`config.mk`:
```
export PLATFORM = sky130hd
export DESIGN_NAME = exe_stage
export DESIGN_NICKNAME = d
export VERILOG_FILES = /design/src/rtl/exe_defs.sv /design/src/rtl/seq_divider.sv /design/src/rtl/exe_stage.sv
export SDC_FILE = /design/constraint.sdc
export NUM_CORES = 2
export LEC_CHECK = 0
export BUFFER_PORTS_ARGS = -buffer_cell sky130_fd_sc_hd__buf_4
export CAP_MARGIN = 20
export CELL_PAD_IN_SITES_DETAIL_PLACEMENT = 0
export CELL_PAD_IN_SITES_GLOBAL_PLACEMENT = 1
export CORE_MARGIN = 1
export CORE_UTILIZATION = 50
export DETAILED_ROUTE_END_ITERATION = 8
export PLACE_DENSITY = 0.95
export SYNTH_ARGS = -nofsm -noshare
export SYNTH_HDL_FRONTEND = slang
export SYNTH_HIERARCHICAL = 1
export SYNTH_SLANG_ARGS = --single-unit
export TNS_END_PERCENT = 1
```
`constraint.sdc`:
```
create_clock -name clk -period 26.3 [get_ports clk]
set_clock_uncertainty 0.2 [all_clocks]
set_input_delay 2.63 -clock clk [delete_from_list [all_inputs] [get_ports clk]]
set_output_delay 2.63 -clock clk [all_outputs]
set_load 0.02 [all_outputs]
```
`src/rtl/exe_defs.sv`:
```
// Shared encodings for the execute stage: ALU/MD opcodes, divider states,
// forwarding selects and bundle field offsets.
package exe_defs;

  typedef enum logic [3:0] {
    ALU_ADD  = 4'd0,
    ALU_SUB  = 4'd1,
    ALU_AND  = 4'd2,
    ALU_OR   = 4'd3,
    ALU_XOR  = 4'd4,
    ALU_NOR  = 4'd5,
    ALU_SLT  = 4'd6,
    ALU_SLTU = 4'd7,
    ALU_SLL  = 4'd8,
    ALU_SRL  = 4'd9,
    ALU_SRA  = 4'd10,
    ALU_LUI  = 4'd11
  } alu_op_e;

  typedef enum logic [3:0] {
    MD_NONE  = 4'd0,
    MD_MULT  = 4'd1,
    MD_MULTU = 4'd2,
    MD_DIV   = 4'd3,
    MD_DIVU  = 4'd4,
    MD_MFHI  = 4'd5,
    MD_MFLO  = 4'd6,
    MD_MTHI  = 4'd7,
    MD_MTLO  = 4'd8
  } md_op_e;

  typedef enum logic [1:0] {
    DIV_IDLE = 2'd0,
    DIV_RUN  = 2'd1,
    DIV_DONE = 2'd2
  } div_state_e;

  // Forwarding select codes; 0 and 3 both keep the latched operand.
  localparam logic [1:0] FWD_MEM = 2'd1;
  localparam logic [1:0] FWD_WB  = 2'd2;

  // exe_in field offsets (each field is 32 bits wide).
  localparam int IN_IR_LSB  = 128;
  localparam int IN_PC4_LSB = 96;
  localparam int IN_RS_LSB  = 64;
  localparam int IN_RT_LSB  = 32;
  localparam int IN_EXT_LSB = 0;

  // exe_out field offsets.
  localparam int OUT_IR_LSB  = 96;
  localparam int OUT_PC4_LSB = 64;
  localparam int OUT_AO_LSB  = 32;
  localparam int OUT_RT_LSB  = 0;

endpackage

```
`src/rtl/seq_divider.sv`:
```
// Restoring divider, one quotient bit per cycle. Works on magnitudes and
// applies MIPS sign rules when presenting the result in DONE.
module seq_divider
  import exe_defs::*;
#(
  parameter int DIV_ITERS = 32
) (
  input  logic        clk,
  input  logic        reset,
  input  logic        start,
  input  logic        signed_op,
  input  logic [31:0] a,
  input  logic [31:0] b,
  input  logic        cancel,
  output logic        busy,
  output logic        done,
  output logic [31:0] quot,
  output logic [31:0] rem
);

  localparam int CW = $clog2(DIV_ITERS);
  localparam logic [CW-1:0] LAST = CW'(DIV_ITERS - 1);

  div_state_e  state_q, state_d;
  logic [CW-1:0] cnt_q;
  logic [31:0] rem_q, quot_q, dsr_q;
  logic        q_neg_q, r_neg_q, b_zero_q;
  logic [32:0] r_sh, diff;
  logic [31:0] a_mag, b_mag;

  assign a_mag = (signed_op && a[31]) ? -a : a;
  assign b_mag = (signed_op && b[31]) ? -b : b;

  // One restoring step: shift in the next dividend bit and trial-subtract.
  assign r_sh = {rem_q, quot_q[31]};
  assign diff = r_sh - {1'b0, dsr_q};

  // Next-state logic for IDLE -> RUN -> DONE -> IDLE.
  // NOTE: every always_comb assigns its outputs a default first so no path leaves them unassigned and no latch is inferred.
  always_comb begin
    state_d = state_q;
    unique case (state_q)
      DIV_IDLE: if (start && !cancel) state_d = DIV_RUN;
      DIV_RUN: begin
        if (cancel)              state_d = DIV_IDLE;
        else if (cnt_q == LAST)  state_d = DIV_DONE;
      end
      DIV_DONE: if (cancel) state_d = DIV_IDLE;
      default:  state_d = DIV_IDLE;
    endcase
  end

  // State register plus operand load on start and one step per RUN cycle.
  // NOTE: clocked state uses non-blocking assignments so every register samples pre-edge values.
  always_ff @(posedge clk) begin
    if (reset) begin
      state_q  <= DIV_IDLE;
      cnt_q    <= '0;
      rem_q    <= '0;
      quot_q   <= '0;
      dsr_q    <= '0;
      q_neg_q  <= 1'b0;
      r_neg_q  <= 1'b0;
      b_zero_q <= 1'b0;
    end else begin
      state_q <= state_d;
      if (state_q == DIV_IDLE && start && !cancel) begin
        cnt_q    <= '0;
        rem_q    <= '0;
        quot_q   <= a_mag;
        dsr_q    <= b_mag;
        q_neg_q  <= signed_op & (a[31] ^ b[31]);
        r_neg_q  <= signed_op & a[31];
        b_zero_q <= (b == 32'd0);
      end else if (state_q == DIV_RUN) begin
        cnt_q  <= cnt_q + 1'b1;
        rem_q  <= diff[32] ? r_sh[31:0] : diff[31:0];
        quot_q <= {quot_q[30:0], ~diff[32]};
      end
    end
  end

  // With a zero divisor the remainder path already reproduces the dividend;
  // only the quotient needs forcing to all ones.
  assign quot = b_zero_q ? 32'hFFFF_FFFF : (q_neg_q ? -quot_q : quot_q);
  assign rem  = r_neg_q ? -rem_q : rem_q;
  assign busy = (state_q != DIV_IDLE);
  assign done = (state_q == DIV_DONE);

endmodule

```
`src/rtl/exe_stage.sv`:
```
// MIPS32 execute stage: operand forwarding, ALU, HI/LO with single-cycle
// multiply and sequential divide, valid/allow_in/over handshake.
module exe_stage
  import exe_defs::*;
#(
  parameter int DIV_ITERS = 32
) (
  input  logic         clk,
  input  logic         reset,
  input  logic         cancel,
  input  logic         id_over,
  input  logic         mem_allow_in,
  output logic         exe_allow_in,
  output logic         exe_over,
  input  logic [159:0] exe_in,
  input  logic [10:0]  exe_control,
  input  logic [3:0]   forward_e,
  input  logic [31:0]  ao_m,
  input  logic [31:0]  rf_wdata_w,
  output logic [127:0] exe_out,
  output logic [31:0]  pc4_e,
  output logic         md_busy
);

  logic         valid_q;
  logic [159:0] in_q;
  logic [10:0]  ctl_q;
  logic [31:0]  hi_q, lo_q;

  logic [31:0] ir, pc4, rs_q, rt_q, ext;
  logic [31:0] rs_fwd, rt_fwd, opb, alu_res, ao;
  logic [4:0]  shamt;
  alu_op_e     alu_op;
  md_op_e      md_op;
  logic        is_div, load, leave;
  logic        div_done, div_busy;
  logic [31:0] div_quot, div_rem;
  logic        mul_signed;
  logic [63:0] prod;

  assign ir   = in_q[IN_IR_LSB  +: 32];
  assign pc4  = in_q[IN_PC4_LSB +: 32];
  assign rs_q = in_q[IN_RS_LSB  +: 32];
  assign rt_q = in_q[IN_RT_LSB  +: 32];
  assign ext  = in_q[IN_EXT_LSB +: 32];

  assign alu_op = alu_op_e'(ctl_q[10:7]);
  assign md_op  = md_op_e'(ctl_q[3:0]);
  assign is_div = (md_op == MD_DIV) || (md_op == MD_DIVU);

  // Divides finish only once the divider reaches DONE; everything else is single-cycle.
  assign exe_over     = valid_q & (~is_div | div_done);
  assign leave        = exe_over & mem_allow_in;
  assign exe_allow_in = ~valid_q | leave;
  assign load         = exe_allow_in & id_over;

  // Stage valid and latched bundle; cancel beats a simultaneous load.
  always_ff @(posedge clk) begin
    if (reset) begin
      valid_q <= 1'b0;
      in_q    <= '0;
      ctl_q   <= '0;
    end else if (cancel) begin
      valid_q <= 1'b0;
    end else if (load) begin
      valid_q <= 1'b1;
      in_q    <= exe_in;
      ctl_q   <= exe_control;
    end else if (leave) begin
      valid_q <= 1'b0;
    end
  end

  // Late forwarding onto RS/RT, re-evaluated every cycle including stalls.
  always_comb begin
    rs_fwd = rs_q;
    rt_fwd = rt_q;
    case (forward_e[3:2])
      FWD_MEM: rs_fwd = ao_m;
      FWD_WB:  rs_fwd = rf_wdata_w;
      default: rs_fwd = rs_q;
    endcase
    case (forward_e[1:0])
      FWD_MEM: rt_fwd = ao_m;
      FWD_WB:  rt_fwd = rf_wdata_w;
      default: rt_fwd = rt_q;
    endcase
  end

  assign opb   = ctl_q[6] ? ext : rt_fwd;
  assign shamt = ctl_q[5] ? rs_fwd[4:0] : ir[10:6];

  // ALU on forwarded operands; undefined opcodes produce zero.
  always_comb begin
    alu_res = '0;
    case (alu_op)
      ALU_ADD:  alu_res = rs_fwd + opb;
      ALU_SUB:  alu_res = rs_fwd - opb;
      ALU_AND:  alu_res = rs_fwd & opb;
      ALU_OR:   alu_res = rs_fwd | opb;
      ALU_XOR:  alu_res = rs_fwd ^ opb;
      ALU_NOR:  alu_res = ~(rs_fwd | opb);
      ALU_SLT:  alu_res = {31'd0, $signed(rs_fwd) < $signed(opb)};
      ALU_SLTU: alu_res = {31'd0, rs_fwd < opb};
      ALU_SLL:  alu_res = opb << shamt;
      ALU_SRL:  alu_res = opb >> shamt;
      ALU_SRA:  alu_res = 32'($signed(opb) >>> shamt);
      ALU_LUI:  alu_res = opb << 16;
      default:  alu_res = '0;
    endcase
  end

  // Result select: link address, then HI/LO moves, then the ALU.
  always_comb begin
    ao = alu_res;
    if (ctl_q[4])               ao = pc4;
    else if (md_op == MD_MFHI)  ao = hi_q;
    else if (md_op == MD_MFLO)  ao = lo_q;
  end

  // One 64-bit multiplier serves both MULT and MULTU via conditional sign extension.
  assign mul_signed = (md_op == MD_MULT);
  assign prod = {{32{mul_signed & rs_fwd[31]}}, rs_fwd} * {{32{mul_signed & rt_fwd[31]}}, rt_fwd};

  // The divider returns to IDLE when its result leaves or the stage is flushed.
  seq_divider #(.DIV_ITERS(DIV_ITERS)) u_div (
    .clk       (clk),
    .reset     (reset),
    .start     (valid_q & is_div & ~cancel),
    .signed_op (md_op == MD_DIV),
    .a         (rs_fwd),
    .b         (rt_fwd),
    .cancel    (cancel | leave),
    .busy      (div_busy),
    .done      (div_done),
    .quot      (div_quot),
    .rem       (div_rem)
  );

  // HI/LO commit only when the instruction actually leaves the stage.
  always_ff @(posedge clk) begin
    if (reset) begin
      hi_q <= '0;
      lo_q <= '0;
    end else if (leave && !cancel) begin
      case (md_op)
        MD_MULT, MD_MULTU: {hi_q, lo_q} <= prod;
        MD_DIV, MD_DIVU: begin
          lo_q <= div_quot;
          hi_q <= div_rem;
        end
        MD_MTHI: hi_q <= rs_fwd;
        MD_MTLO: lo_q <= rs_fwd;
        default: ;
      endcase
    end
  end

  assign exe_out = {ir, pc4, ao, rt_fwd};
  assign pc4_e   = pc4;
  assign md_busy = div_busy;

endmodule

```
==> implementation parameters <==
Parameter                              Value

Global routing
  Antenna violations before repair    21
  Residual overflow from global routing    0
  Wire length of the first global-routing pass    431200 um
  Largest net degree at the start of global routing    171
  Vias in the first global route    64014
  Total track usage    0.4332

Synth
  Ys flop type    sky130_fd_sc_hd__dfxtp_1
  Most instantiated cells after synthesis    sky130_fd_sc_hd__nand2_1 (1442), sky130_fd_sc_hd__inv_1 (1272), sky130_fd_sc_hd__fa_1 (1128)
  Gate Count Post-Synth    8461
  Post-synthesis instance area    0.06697 mm^2
  Post-synthesis area per instance    7.916 um^2
  Net Count, Synth    10183
  Portion of synthesized cell area occupied by the leading cell type    0.3372
  Mux contribution to synthesized area    0.02128
  Number of distinct standard cells referenced by the synthesized netlist    97
  Post-Synth Simple-Gate Area    0.1631
  Dominant combinational cell family by area after synthesis    adder cells
  Most common cell in the netlist    sky130_fd_sc_hd__nand2_1
  Compound-gate portion of the synthesized area    0.1654
  Area share of xor/xnor cells in the synthesized design    0.02929
  Post-synthesis sequential area ratio    0.1022
  Ranking of synthesized cells by area    sky130_fd_sc_hd__fa_1 (34%), sky130_fd_sc_hd__dfxtp_1 (10%), sky130_fd_sc_hd__nand2_1 (8.1%)
  Adder and majority gate portion of the synthesized area    0.4026
  Ys async rst share    0
  Number of flops mapped to enable cells by yosys    0
  Cell taking the most area after synthesis    sky130_fd_sc_hd__fa_1
  Synthesis warning total    6
  Post-synthesis register bit count    342

Hold path
  Hold wc startpoint    u_div/q_neg_q
  Worst hold path class    flip-flop to flip-flop
  Cells on Worst Hold Path    2
  Min-Delay Endpoint    u_div/q_neg_q

Run
  Max-cap violations    0

Drt
  Vias per Instance    6.312
  Routed WL per cell    28.89 um
  Number of iterations in the first detailed-routing pass    7
  Total vias in the final route    64633
  Number of design rule violations left after detail routing    0
  DRC marker count from the first detailed-route iteration    8542
  Number of nets still failing antenna checks after routing    0
  Routed WL    295900 um

Final layout
  Post-route core utilization    0.5494
  Final net count    10167
  Fraction of final layout cells sized beyond drive strength 1    0.09402
  Area growth from synthesis to layout    8.379%
  Number of inserted filler cells in the final layout    12517

Worst setup path
  Kind of start point of the critical path    primary input
  Critical Path Sink Type    flip-flop
  Most frequent cell on the critical path    sky130_fd_sc_hd__fa_1
  CP bufs+invs    10
  Reg2reg end    hi_q[29]
  Reg2reg setup slack    15580 ps
  Category of the critical setup timing path    primary input to flip-flop
  Crit Reg-Reg Startpoint    ctl_q[0]
  CP top delay family    adder cells
  FF-to-FF path depth    28
  CP Max Fanout    64
  Slowest stage delay, CP    630 ps
  Slowest cell on the critical path    sky130_fd_sc_hd__buf_4
  Worst Path Arrival    13550 ps
  Required time at the endpoint of the critical path    26620 ps

STA
  Post-Route Setup TNS    0 ps
  Final count of negative-setup-slack endpoints    0
  RSZ-0062 raised after global routing    no
  Achievable Freq    75.56 MHz
  Min Tclk post-route    13230 ps
  Worst hold slack    253.0 ps
  Final number of max-transition violations    0
  Pin slew with the least headroom to its limit    1289 ps
  Period utilisation layout    0.5032
  Max transition margin    0.1343
  Final hold violation count    0

Floorplanning
  Number of top-level pins    407
  Initial Utilization    0.5069
  Full die area    0.1354 mm^2
  Core outline area    0.1321 mm^2
  Cell row count    133
  Die outline height    368.0 um
  Die width    368.0 um

Clocking
  TritonCTS clock tree    yes
  CTS clock-pin slew for the worst setup and hold paths    70 ps
  Number of levels the H-tree was split into    2
  Total number of clock tree sinks    342
  Post-cts resize count    0
  CTS Buffer Depth    3
  Num CTS Buffers    41
  Clock insertion delay at the later pin of the skew report    660 ps
  Setup bufs post-CTS    0
  Hold buffer count at cts    0
  CTS Root Cell    sky130_fd_sc_hd__clkbuf_16

Place
  Number of buffers inserted by port buffering    406
  Placer congestion estimate    1.089
  HPWL after detailed placement    221200 um

Run status
  Run status    finished, final reports clean

Power
  VDD IR-drop max    74.30 uV
  Leakage component of the power    0.03370 uW
  Power density relative to cell area    48.57 mW/mm^2
how the worst max path moves through the flow:
| stage | from | slack, ps | cells past startpoint | end |
|---|---|---|---|---|
| 2_1_floorplan | forward_e[0] | 14170 | 38 | hi_q[29] |
| 3_3_place_gp | forward_e[0] | 12780 | 35 | hi_q[29] |
| 3_5_place_dp | forward_e[0] | 12630 | 35 | hi_q[29] |
| 4_1_cts | forward_e[0] | 13230 | 35 | hi_q[29] |
| 5_1_grt | forward_e[3] | 12820 | 35 | hi_q[30] |
| 6_report | forward_e[3] | 13070 | 35 | hi_q[29] |
logic make-up (layout without fill, tap and decap cells):
family,count (synthesis),in the layout
buffers and inverters,1960,1976
xor gates and xnor gates,224,224
other,0,8
muxes,141,141
DFF,342,342
adders and majority gates,1478,1478
AOI/OAI and AO/OA,1702,1702
and+or+nand+nor,2614,2614
worst reg2reg max path: cells and delay by family, from the launching register on:
kind	cells	cell delay [ps]
AOI/OAI and AO/OA	8	2060
xor gates and xnor gates	1	150
adders and majority gates	9	4270
buffers and inverters	4	1120
DFF	1	500
and+or+nand+nor	6	2330
sequential cells by signal (all words and copies together), names as in the netlist:
name            count
in_q              160
hi_q               32
lo_q               32
u_div/dsr_q        32
u_div/quot_q       32
u_div/rem_q        32
ctl_q              11
u_div/cnt_q         5
u_div/state_q       2
u_div/b_zero_q      1
u_div/q_neg_q       1
u_div/r_neg_q       1
valid_q             1
final cells by class:
| type | count | area [um^2] | area share |
|---|---|---|---|
| repair buffers | 580 | 4414 | 0.06081 |
| diodes | 8 | 20.02 | 0.0002758 |
| clock buffers | 56 | 1152 | 0.01588 |
| clock inverters | 19 | 285.3 | 0.003930 |
| multi-input cells | 6159 | 52710 | 0.7262 |
| flip-flops and latches | 342 | 6849 | 0.09436 |
| well taps | 1755 | 2196 | 0.03025 |
| inverters | 1321 | 4959 | 0.06831 |
layer usage:
layer  vias up  share of wire  GRT usage
met2      4605           0.43     0.6523
met3      1227           0.13     0.1211
met5         -        0.00030          0
li1      27048              -          -
met1     31739           0.35     0.5326
met4        14          0.091     0.3130
power by group:
part           switching (uW)  internal, uW  leakage (uW)
Clock                     272           360      0.000690
Combinational            1640           707        0.0302
Sequential               15.3           532       0.00277
Total                    1930          1600        0.0337
cells in the final DEF, fill, tap and decap left out, types with 40 or more instances in the layout:
cell type,n
sky130_fd_sc_hd__a31oi_1,41
sky130_fd_sc_hd__a21oi_1,541
sky130_fd_sc_hd__xor2_1,83
sky130_fd_sc_hd__a221oi_1,92
sky130_fd_sc_hd__o21ai_0,271
sky130_fd_sc_hd__xnor2_1,140
sky130_fd_sc_hd__inv_1,1267
sky130_fd_sc_hd__nand2_1,1442
sky130_fd_sc_hd__clkbuf_16,41
sky130_fd_sc_hd__dfxtp_1,340
sky130_fd_sc_hd__a22oi_1,137
sky130_fd_sc_hd__ha_1,348
sky130_fd_sc_hd__nor2_1,724
sky130_fd_sc_hd__nand3_1,66
sky130_fd_sc_hd__mux2i_1,126
sky130_fd_sc_hd__a211oi_1,83
sky130_fd_sc_hd__a21o_1,73
sky130_fd_sc_hd__nor3_1,64
sky130_fd_sc_hd__o31ai_1,40
sky130_fd_sc_hd__o21a_1,58
sky130_fd_sc_hd__o21ai_1,42
sky130_fd_sc_hd__fa_1,1128
sky130_fd_sc_hd__buf_4,574
per-stage QoR:
stage | power [uW] | worst slack [ps] | instance area [um^2] | cells
after global routing | 3651 | 12820 | 72570 | 10232
after floorplan | 1868 | 14170 | 66970 | 8461
final | 3525 | 13070 | 72590 | 10240
after global placement | 2761 | 12780 | 71060 | 10153
after detailed placement | 2780 | 12630 | 71070 | 10154
after CTS | 3409 | 13230 | 72510 | 10229
No activity file was read; power rests on OpenSTA's default activity.
